`src/rtl/eth_frame_swap_pkg.sv`:
```
// rtl/eth_frame_swap_pkg.sv - shared constants, delay-line entry type and input FSM states
package eth_frame_swap_pkg;

  localparam int MAC_LEN      = 6;
  localparam int HDR_LEN      = 12;
  localparam int SWAP_LATENCY = 7;
  localparam int DELAY_DEPTH  = 13;

  typedef struct packed {
    logic [7:0] data;
    logic       last;
    logic       user;
    logic       valid;
  } delay_entry_t;

  typedef enum logic [1:0] {
    SYNC,
    IDLE,
    FRAME
  } in_state_t;

endpackage

```
`src/rtl/eth_frame_swap_if.sv`:
```
// rtl/eth_frame_swap_if.sv - byte stream without backpressure (data, error, last, valid)
interface eth_frame_swap_if;

  logic [7:0] tdata;
  logic       tuser;
  logic       tlast;
  logic       tvalid;

  modport master (output tdata, output tuser, output tlast, output tvalid);
  modport slave  (input tdata, input tuser, input tlast, input tvalid);

endinterface

```
`src/rtl/eth_byte_delay_line.sv`:
```
// rtl/eth_byte_delay_line.sv - DELAY_DEPTH-entry byte shift register exposing every tap
module eth_byte_delay_line
  import eth_frame_swap_pkg::*;
(
  input  logic         clk,
  input  logic         clr,
  input  delay_entry_t din,
  output delay_entry_t taps [DELAY_DEPTH]
);

  // Only the valid bits are cleared; stale data behind valid=0 is never emitted.
  always_ff @(posedge clk) begin
    taps[0] <= din;
    for (int k = 1; k < DELAY_DEPTH; k++) begin
      taps[k] <= taps[k-1];
    end
    if (clr) begin
      for (int k = 0; k < DELAY_DEPTH; k++) begin
        taps[k].valid <= 1'b0;
      end
    end
  end

endmodule

```
`src/rtl/eth_frame_swap.sv`:
```
// rtl/eth_frame_swap.sv - swaps destination/source MAC fields of a looped RX frame, fixed 7-clk latency
// Optional statistics counters enabled by defining ETH_FRAME_SWAP_STATS_EN.
module eth_frame_swap
  import eth_frame_swap_pkg::*;
#(
  parameter int CNT_WIDTH = 32
) (
  input  logic                   clk,
  input  logic                   rst,
  input  logic                   swap_en,
  eth_frame_swap_if.slave        s_axis,
  eth_frame_swap_if.master       m_axis
`ifdef ETH_FRAME_SWAP_STATS_EN
  ,
  output logic [CNT_WIDTH-1:0]   frame_count,
  output logic [CNT_WIDTH-1:0]   error_count
`endif
);

  localparam int OUT_TAP = SWAP_LATENCY - 1;
  localparam int HDR_TAP = DELAY_DEPTH - 1;

  in_state_t    state, state_n;
  logic         err_q, err_n;
  logic [3:0]   in_cnt, cnt_n;
  logic         accept;
  logic         runt;
  delay_entry_t din;
  delay_entry_t taps [DELAY_DEPTH];
  delay_entry_t age7;

  logic [3:0]   out_idx;
  logic         swap_q;
  logic         swap_now;
  logic [7:0]   sel_data;

  always_ff @(posedge clk) begin
    if (rst) begin
      state  <= SYNC;
      err_q  <= 1'b0;
      in_cnt <= 4'd0;
    end else begin
      state  <= state_n;
      err_q  <= err_n;
      in_cnt <= cnt_n;
    end
  end

  // in_cnt is the index of the current input byte, saturating once the header is complete.
  always_comb begin
    state_n = state;
    err_n   = err_q;
    cnt_n   = in_cnt;
    din     = '0;
    accept  = 1'b0;
    runt    = (in_cnt < 4'(HDR_LEN));
    unique case (state)
      SYNC: begin
        if (!s_axis.tvalid) state_n = IDLE;
      end
      IDLE: begin
        if (s_axis.tvalid) begin
          accept  = 1'b1;
          state_n = s_axis.tlast ? IDLE : FRAME;
        end
      end
      FRAME: begin
        if (s_axis.tvalid) begin
          accept = 1'b1;
          if (s_axis.tlast) state_n = IDLE;
        end else begin
          err_n = 1'b1;
        end
      end
      default: state_n = SYNC;
    endcase
    if (accept) begin
      din.valid = 1'b1;
      din.data  = s_axis.tdata;
      din.last  = s_axis.tlast;
      if (s_axis.tlast) begin
        din.user = s_axis.tuser | err_q | runt;
        err_n    = 1'b0;
        cnt_n    = 4'd0;
      end else if (in_cnt != 4'(HDR_LEN)) begin
        cnt_n = in_cnt + 4'd1;
      end
    end
  end

  eth_byte_delay_line u_delay (
    .clk  (clk),
    .clr  (rst),
    .din  (din),
    .taps (taps)
  );

  assign age7 = taps[OUT_TAP];

  // Byte 0 decides the frame's swap directly from swap_en; later bytes use the latched copy.
  always_comb begin
    swap_now = (out_idx == 4'd0) ? swap_en : swap_q;
    sel_data = age7.data;
    if (swap_now) begin
      if (out_idx < 4'(MAC_LEN)) begin
        sel_data = taps[0].data;
      end else if (out_idx < 4'(HDR_LEN)) begin
        sel_data = taps[HDR_TAP].data;
      end
    end
  end

  always_ff @(posedge clk) begin
    if (rst) begin
      m_axis.tdata  <= 8'h00;
      m_axis.tuser  <= 1'b0;
      m_axis.tlast  <= 1'b0;
      m_axis.tvalid <= 1'b0;
      out_idx       <= 4'd0;
      swap_q        <= 1'b0;
    end else begin
      m_axis.tvalid <= age7.valid;
      m_axis.tlast  <= age7.valid & age7.last;
      m_axis.tuser  <= age7.valid & age7.user;
      m_axis.tdata  <= age7.valid ? sel_data : 8'h00;
      if (age7.valid) begin
        if (out_idx == 4'd0) swap_q <= swap_en;
        if (age7.last) begin
          out_idx <= 4'd0;
        end else if (out_idx != 4'(HDR_LEN)) begin
          out_idx <= out_idx + 4'd1;
        end
      end
    end
  end

`ifdef ETH_FRAME_SWAP_STATS_EN
  always_ff @(posedge clk) begin
    if (rst) begin
      frame_count <= '0;
      error_count <= '0;
    end else if (m_axis.tvalid && m_axis.tlast) begin
      frame_count <= frame_count + 1'b1;
      if (m_axis.tuser) error_count <= error_count + 1'b1;
    end
  end
`else
  logic [CNT_WIDTH-1:0] unused_cnt_width;
  assign unused_cnt_width = '0;
`endif

endmodule

```
`src/flat_wrapper.sv`:
```
// flat-port wrapper written by rule: the top's interface ports become plain ports
module eth_frame_swap_flat import eth_frame_swap_pkg::*;
#(
  parameter int CNT_WIDTH = 32
)
  (clk, rst, swap_en, s_axis_tdata, s_axis_tuser, s_axis_tlast, s_axis_tvalid, m_axis_tdata, m_axis_tuser, m_axis_tlast, m_axis_tvalid);
  eth_frame_swap_if s_axis_i ();
  eth_frame_swap_if m_axis_i ();
  input  logic clk;
  input  logic rst;
  input  logic swap_en;
  input wire logic [$bits(s_axis_i.tdata)-1:0] s_axis_tdata;
  input wire logic [$bits(s_axis_i.tuser)-1:0] s_axis_tuser;
  input wire logic [$bits(s_axis_i.tlast)-1:0] s_axis_tlast;
  input wire logic [$bits(s_axis_i.tvalid)-1:0] s_axis_tvalid;
  output wire logic [$bits(m_axis_i.tdata)-1:0] m_axis_tdata;
  output wire logic [$bits(m_axis_i.tuser)-1:0] m_axis_tuser;
  output wire logic [$bits(m_axis_i.tlast)-1:0] m_axis_tlast;
  output wire logic [$bits(m_axis_i.tvalid)-1:0] m_axis_tvalid;
  assign s_axis_i.tdata = s_axis_tdata;
  assign s_axis_i.tuser = s_axis_tuser;
  assign s_axis_i.tlast = s_axis_tlast;
  assign s_axis_i.tvalid = s_axis_tvalid;
  assign m_axis_tdata = m_axis_i.tdata;
  assign m_axis_tuser = m_axis_i.tuser;
  assign m_axis_tlast = m_axis_i.tlast;
  assign m_axis_tvalid = m_axis_i.tvalid;
  eth_frame_swap #(.CNT_WIDTH(CNT_WIDTH)) u_core (.clk(clk), .rst(rst), .swap_en(swap_en), .s_axis(s_axis_i), .m_axis(m_axis_i));
endmodule
```
`config.mk`:
```
export PLATFORM = sky130hd
export DESIGN_NAME = eth_frame_swap_flat
export DESIGN_NICKNAME = d
export VERILOG_FILES = /design/src/rtl/eth_frame_swap_pkg.sv /design/src/rtl/eth_frame_swap_if.sv /design/src/rtl/eth_byte_delay_line.sv /design/src/rtl/eth_frame_swap.sv /design/src/flat_wrapper.sv
export SDC_FILE = /design/constraint.sdc
export NUM_CORES = 1
export LEC_CHECK = 0
export CAP_MARGIN = 20
export CORE_MARGIN = 5
export CORE_UTILIZATION = 55
export CTS_CLUSTER_DIAMETER = 50
export DETAILED_ROUTE_END_ITERATION = 6
export PLACE_DENSITY = 0.74
export SLEW_MARGIN = 0
export SYNTH_ARGS = -nofsm -noshare
export SYNTH_HDL_FRONTEND = slang
export SYNTH_HIERARCHICAL = 1
export SYNTH_SLANG_ARGS = --single-unit
```
`constraint.sdc`:
```
create_clock -name clk -period 3.8 [get_ports clk]
set_input_delay 0.76 -clock clk [delete_from_list [all_inputs] [get_ports clk]]
set_output_delay 0.76 -clock clk [all_outputs]
set_load 0.1 [all_outputs]
```
==> results_dict.tcl, run 1 <==
set metrics [dict create \
    layout.nets 354 \
    regToRegStartpoint "u_core/out_idx[1]$_SDFFE_PP0P_" \
    finalClockSkew_ns 0.00860 \
    crit_type "reg2out" \
    cp.arrival_ns 1.96 \
    power_frac_seq_pct 51.4 \
    cts-buffers-inserted 17 \
    wl_met1_mm 2.87 \
    routed_wl_mm 6.23 \
    period_minus_slack_ns 2.72 \
    firstDrtPassIters 4 \
    syn_area_per_cell_um2 13.4 \
    slew_viol_final 0 \
    drt_iter0_drc 87 \
    die_h_um 95.2 \
    highest-signal-layer "met4" \
    ff2ff_path_depth 6 \
    r2r_setup_slack_ns 1.72 \
    vias 2151 \
    p_int_mw 2.86 \
    rsz0062_at_grt "no" \
    cts.sinks 148 \
    crit_buf_inv 1 \
    core_um2 7180 \
    wl_met3_um 237 \
    worst_setup_path_start_kind "register" \
    post_cts_resized 0 \
    synth_warnings 6 \
    syn_to_final_growth_pct 22.1 \
    clockBufferDepth 2 \
    ant_nets 0 \
    portBuffers 24 \
    cp_slowest_cell "clkdlybuf4s50_1" \
    drive_gt1_share_pct 13.0 \
    max_freq_mhz 368 \
    track_usage_pct 15.6 \
    htreeDepth 4 \
    grt_start_max_net_pins 18 \
    path_depth 1 \
    finalPower_mw 3.64 \
    maxSlewHeadroom_pct 35.0 \
    required_ns 3.04 \
    status "complete, no violations" \
    hold_buffers 0 \
    route.met2.wl_mm 3.04 \
    p_switching_uw 785 \
    clkTransAtPathRegs_ns 0.06 \
    route.detailed.drc 0 \
    critPathLaunch "u_core/m_axis.tdata[0]$_SDFF_PP0_" \
    clock_power_share_pct 43.1 \
    grt_pass1_vias 2216 \
    finalHoldViolCount 0 \
    r2r_end "u_core/m_axis.tdata[3]$_SDFF_PP0_" \
    critical-path-top-delay-family "buffers and inverters" \
    crit_chain "clkdlybuf4s50_1" \
    clock_latency_ns 0.51 \
    grt_pass1_wl_mm 10.2 \
    io_pins 25 \
    setup_viol 0 \
    holdCritStartpoint "u_core/u_delay/taps[62]$_DFF_P_" \
    vdd_drop_max_v 0.000454 \
    switching_share_pct 21.5 \
    synthCells 299 \
    viasPerCell 4.84 \
    syn_nets 321 \
    leakage_nw 1.93 \
    diodes 0 \
    comb_power_share_pct 5.5 \
    period_share_pct 71.5 \
    dp_hpwl_mm 3.74 \
    die_area_um2 9070 \
    maxCapViolations 0 \
    post_cts_buffers 0 \
    slowest_delay_ns 1.13 \
    wl_per_cell_um 14.0 \
    final_util_pct 68.0 \
    final_cells 444 \
    hold_path_class "reg2reg" \
    holdPathStages 0 \
    gp_congestion 0.754 \
    end_kind "output pin" \
    worstMarginPinSlew_ns 0.973 \
    clockRootBuffer "clkbuf_8" \
    holdPathEnd "u_core/u_delay/taps[51]$_DFF_P_" \
    cp_max_fo 1 \
    grt_overflow 0 \
    rows 31 \
    fillCellCount 518 \
    syn_area_um2 4000 \
    die_x_um 95.2 \
    power_density_nw_per_um2 747 \
    dp.cells 412 \
    cts_tree "built" \
    tns_ns 0 \
    antenna_found_initial 0 \
    start_util_pct 55.7 \
]
## cell type report
cell class,count,area (µm²),share of cell area [%]
Tap cell,99,124,2.54
Clock buffer,21,449,9.21
Clock inverter,11,126,2.59
Multi-Input combinational cell,130,931,19.1
Timing Repair Buffer,25,248,5.08
Sequential cell,148,2960,60.7
Inverter,10,37.5,0.769
## how the worst max path moves through the flow
| stage | to | slack (ns) |
|---|---|---|
| CTS | m_axis_tdata[0] | 1.03 |
| global route | m_axis_tdata[0] | 1.0 |
| finish | m_axis_tdata[0] | 1.08 |
| floorplan | m_axis_tdata[0] | 2.13 |
| detailed placement | u_core/state[1]$_SDFFE_PP0P_ | 1.24 |
| global placement | u_core/state[1]$_SDFFE_PP0P_ | 1.32 |
## placed cells by master (no fill, tap or decap), types with 2 or more instances in the layout
cell type	n
a211oi_1	2
a21oi_1	13
a32o_1	8
and2_1	2
and3_1	11
bufinv_16	2
clkbuf_1	2
clkbuf_16	16
clkbuf_8	3
clkdlybuf4s50_1	24
clkinv_2	2
clkinv_4	2
clkinvlp_4	4
dfxtp_1	148
ha_1	8
inv_1	10
mux2i_1	11
nand2_1	12
nand2b_1	3
nand3_1	2
nand4_1	3
nand4b_1	2
nor2_1	19
nor2b_1	2
nor2b_2	6
o21ai_0	4
o21ai_1	5
xor2_1	2
## layer usage
layer  global-route usage [%]  vias to the layer above
met5                        0                        -
met2                     24.4                       42
met1                     17.7                     1033
met4                     9.38                        0
met3                     6.24                        6
li1                         -                     1070
## flip-flops by register name, indices dropped and copies added (netlist names)
register / count
u_core/in_cnt: 4
u_core/err_q: 1
u_core/m_axis.tuser: 1
u_core/u_delay/taps: 125
u_core/out_idx: 4
u_core/swap_q: 1
u_core/m_axis.tvalid: 1
u_core/state: 2
u_core/m_axis.tlast: 1
u_core/m_axis.tdata: 8
## metrics by stage
step | hold slack (ns) | worst slack, ns | area [µm²]
after detailed placement | 0.312 | 1.24 | 4300
after CTS | 0.323 | 1.03 | 4880
final | 0.321 | 1.08 | 4880
after global routing | 0.323 | 0.996 | 4880
after global placement | 0.310 | 1.32 | 4300
after floorplan | 0.310 | 2.13 | 4000
## power groups by stage
| stage | clock network, mW | logic [mW] | registers [mW] |
|---|---|---|---|
| CTS | 1.60 | 0.200 | 1.88 |
| global placement | 0 | 0.187 | 1.89 |
| detailed placement | 0 | 0.199 | 1.90 |
| global route | 1.67 | 0.223 | 1.90 |
| finish | 1.57 | 0.200 | 1.87 |
| floorplan | 0 | 0.150 | 1.87 |
(Power assumes the default switching activity.)
==> run 2, diff against run 1 <==
==> constraint.sdc (replaced) <==
create_clock -name clk -period 2.7 [get_ports clk]
set_input_delay 0.54 -clock clk [delete_from_list [all_inputs] [get_ports clk]]
set_output_delay 0.54 -clock clk [all_outputs]
set_load 0.1 [all_outputs]
==> run 2 against run 1 <==
  * Hold slack better by 0.0036 ns
  * Clock power up 54%
  * Final cell count up 0.68%
  * Count of clock-buffer cells in the layout unchanged
  * Via count up 0.56%
  * Global-route usage up 0.84 points
  * Highest routed layer unchanged
  * Worst setup slack worse by 0.32 ns
==> results_dict.tcl, run 2 (synthesis results as in run 1) <==
set metrics [dict create \
    cts-buffers-inserted 17 \
    slew_viol_final 0 \
    cts.sinks 148 \
    clockRootBuffer "clkbuf_8" \
    post_cts_buffers 0 \
    largestRegisters "u_core/u_delay/taps (125), u_core/m_axis.tdata (8)" \
    rsz0062_at_grt "no" \
    hold_buffers 0 \
    path_depth 4 \
    holdPathStages 0 \
    setup_viol 0 \
    tns_ns 0 \
    clockBufferDepth 2 \
    grt_pass1_wl_mm 10.6 \
    largest_reg_flops 125 \
    crit_chain "and3b_1 > a311oi_4 > nand2_1 > a21oi_1" \
    viasPerCell 4.84 \
    crit_type "reg2reg" \
    route.detailed.drc 0 \
    grt_overflow 0 \
    r2r_setup_slack_ns 0.77 \
    regToRegStartpoint "u_core/out_idx[3]$_SDFFE_PP0P_" \
    antenna_found_initial 0 \
    ff2ff_path_depth 4 \
    layout.nets 357 \
    grt_start_max_net_pins 18 \
    firstDrtPassIters 4 \
    finalClockSkew_ns 0.00604 \
    cts_tree "built" \
    cp_max_fo 17 \
    post_cts_resized 0 \
    largest_register "u_core/u_delay/taps" \
    holdCritStartpoint "u_core/u_delay/taps[78]$_DFF_P_" \
    max_freq_mhz 517 \
    clock_latency_ns 0.50 \
    cp_slowest_cell "dfxtp_1" \
    htreeDepth 4 \
    vias 2163 \
    final_util_pct 68.7 \
    layout_common_cells "dfxtp_1 (148), nor2_1 (19), clkbuf_16 (16), buf_4 (15)" \
    holdPathEnd "u_core/u_delay/taps[67]$_DFF_P_" \
    io_pins 25 \
    final_common_cell "dfxtp_1" \
    rows 31 \
    critical-path-top-delay-family "flip-flops" \
    slowest_delay_ns 0.84 \
    power_density_nw_per_um2 1080 \
    drt_iter0_drc 86 \
    grt_pass1_vias 2265 \
    die_x_um 95.2 \
    period_share_pct 71.6 \
    gp_congestion 0.808 \
    maxCapViolations 0 \
    finalHoldViolCount 0 \
    die_h_um 95.2 \
    period_minus_slack_ns 1.93 \
    clkTransAtPathRegs_ns 0.06 \
    drive_gt1_share_pct 17.2 \
    dp_hpwl_mm 3.77 \
    crit_buf_inv 0 \
    vdd_drop_max_v 0.000640 \
    core_um2 7180 \
    routed_wl_mm 6.46 \
    start_util_pct 55.7 \
    required_ns 3.13 \
    ant_nets 0 \
    status "complete, no violations" \
    die_area_um2 9070 \
    hold_path_class "reg2reg" \
    worstMarginPinSlew_ns 0.807 \
    end_kind "register" \
    track_usage_pct 16.4 \
    r2r_end "u_core/m_axis.tdata[3]$_SDFF_PP0_" \
    wl_per_cell_um 14.5 \
    worst_setup_path_start_kind "register" \
    diodes 0 \
    syn_to_final_growth_pct 23.4 \
    cp.arrival_ns 2.36 \
    maxSlewHeadroom_pct 46.1 \
    leakage_nw 2.00 \
    portBuffers 24 \
]
[run 2: changes by cell type in the layout (fill, tap and decap cells not counted)]
cell,previous run,this run
clkdlybuf4s50_1,24,13
clkinv_2,2,1
clkinvlp_4,4,3
clkbuf_1,2,1
bufinv_16,2,4
clkbuf_8,3,4
buf_4,1,15
[run 2: worst max path at each step]
stage                                               from                           endpoint  slack, ns
after floorplan           u_core/out_idx[0]$_SDFFE_PP0P_         u_core/swap_q$_SDFFE_PP0P_       1.20
after global placement                     s_axis_tvalid       u_core/state[0]$_SDFFE_PP0P_       0.71
after detailed placement                   s_axis_tvalid       u_core/state[1]$_SDFFE_PP0P_       0.69
after CTS                 u_core/out_idx[3]$_SDFFE_PP0P_  u_core/m_axis.tdata[3]$_SDFF_PP0_       0.73
after global routing      u_core/out_idx[3]$_SDFFE_PP0P_  u_core/m_axis.tdata[3]$_SDFF_PP0_       0.58
final                     u_core/out_idx[3]$_SDFFE_PP0P_  u_core/m_axis.tdata[3]$_SDFF_PP0_       0.77
[run 2: where the power goes]
part | switching (mW) | internal, mW | total [mW]
clock | 0.846 | 1.58 | 2.42
combinational | 0.141 | 0.141 | 0.282
sequential | 0.121 | 2.52 | 2.64
[run 2: layout make-up]
| cell class | count | area, µm² |
|---|---|---|
| sequential | 148 | 2960 |
| clock buffer | 21 | 459 |
| clock inverter | 11 | 174 |
| timing repair buffer | 28 | 243 |
| inverter | 10 | 37.5 |
| fill | 504 | 2240 |
| tap | 99 | 124 |
| multi-input combinational | 130 | 931 |
[run 2: routing by layer]
metal / up-vias / GRT usage, % / wire, µm
met2: 49 / 27.1 / 3280
li1: 1078 / - / -
met5: - / 0 / 0
met4: 0 / 9.25 / 110
met3: 10 / 6.71 / 295
met1: 1026 / 17.7 / 2780
[run 2: worst reg2reg max path: cells and delay by family (launching register included)]
family           cells  cell delay, ns
AO/OA/AOI/OAI        2            0.60
flip-flops           1            0.84
AND/OR/NAND/NOR      2            0.42
[run 2: through the flow]
step,cell area (µm²),total power [mW],instances,hold WS (ns),setup WS (ns)
2_1_floorplan,4000,2.84,299,0.310,1.20
3_3_place_gp,4300,2.93,415,0.310,0.712
3_5_place_dp,4300,2.96,415,0.312,0.690
4_1_cts,4930,5.41,447,0.326,0.727
5_1_grt,4930,5.57,447,0.327,0.580
6_report,4930,5.35,447,0.325,0.767
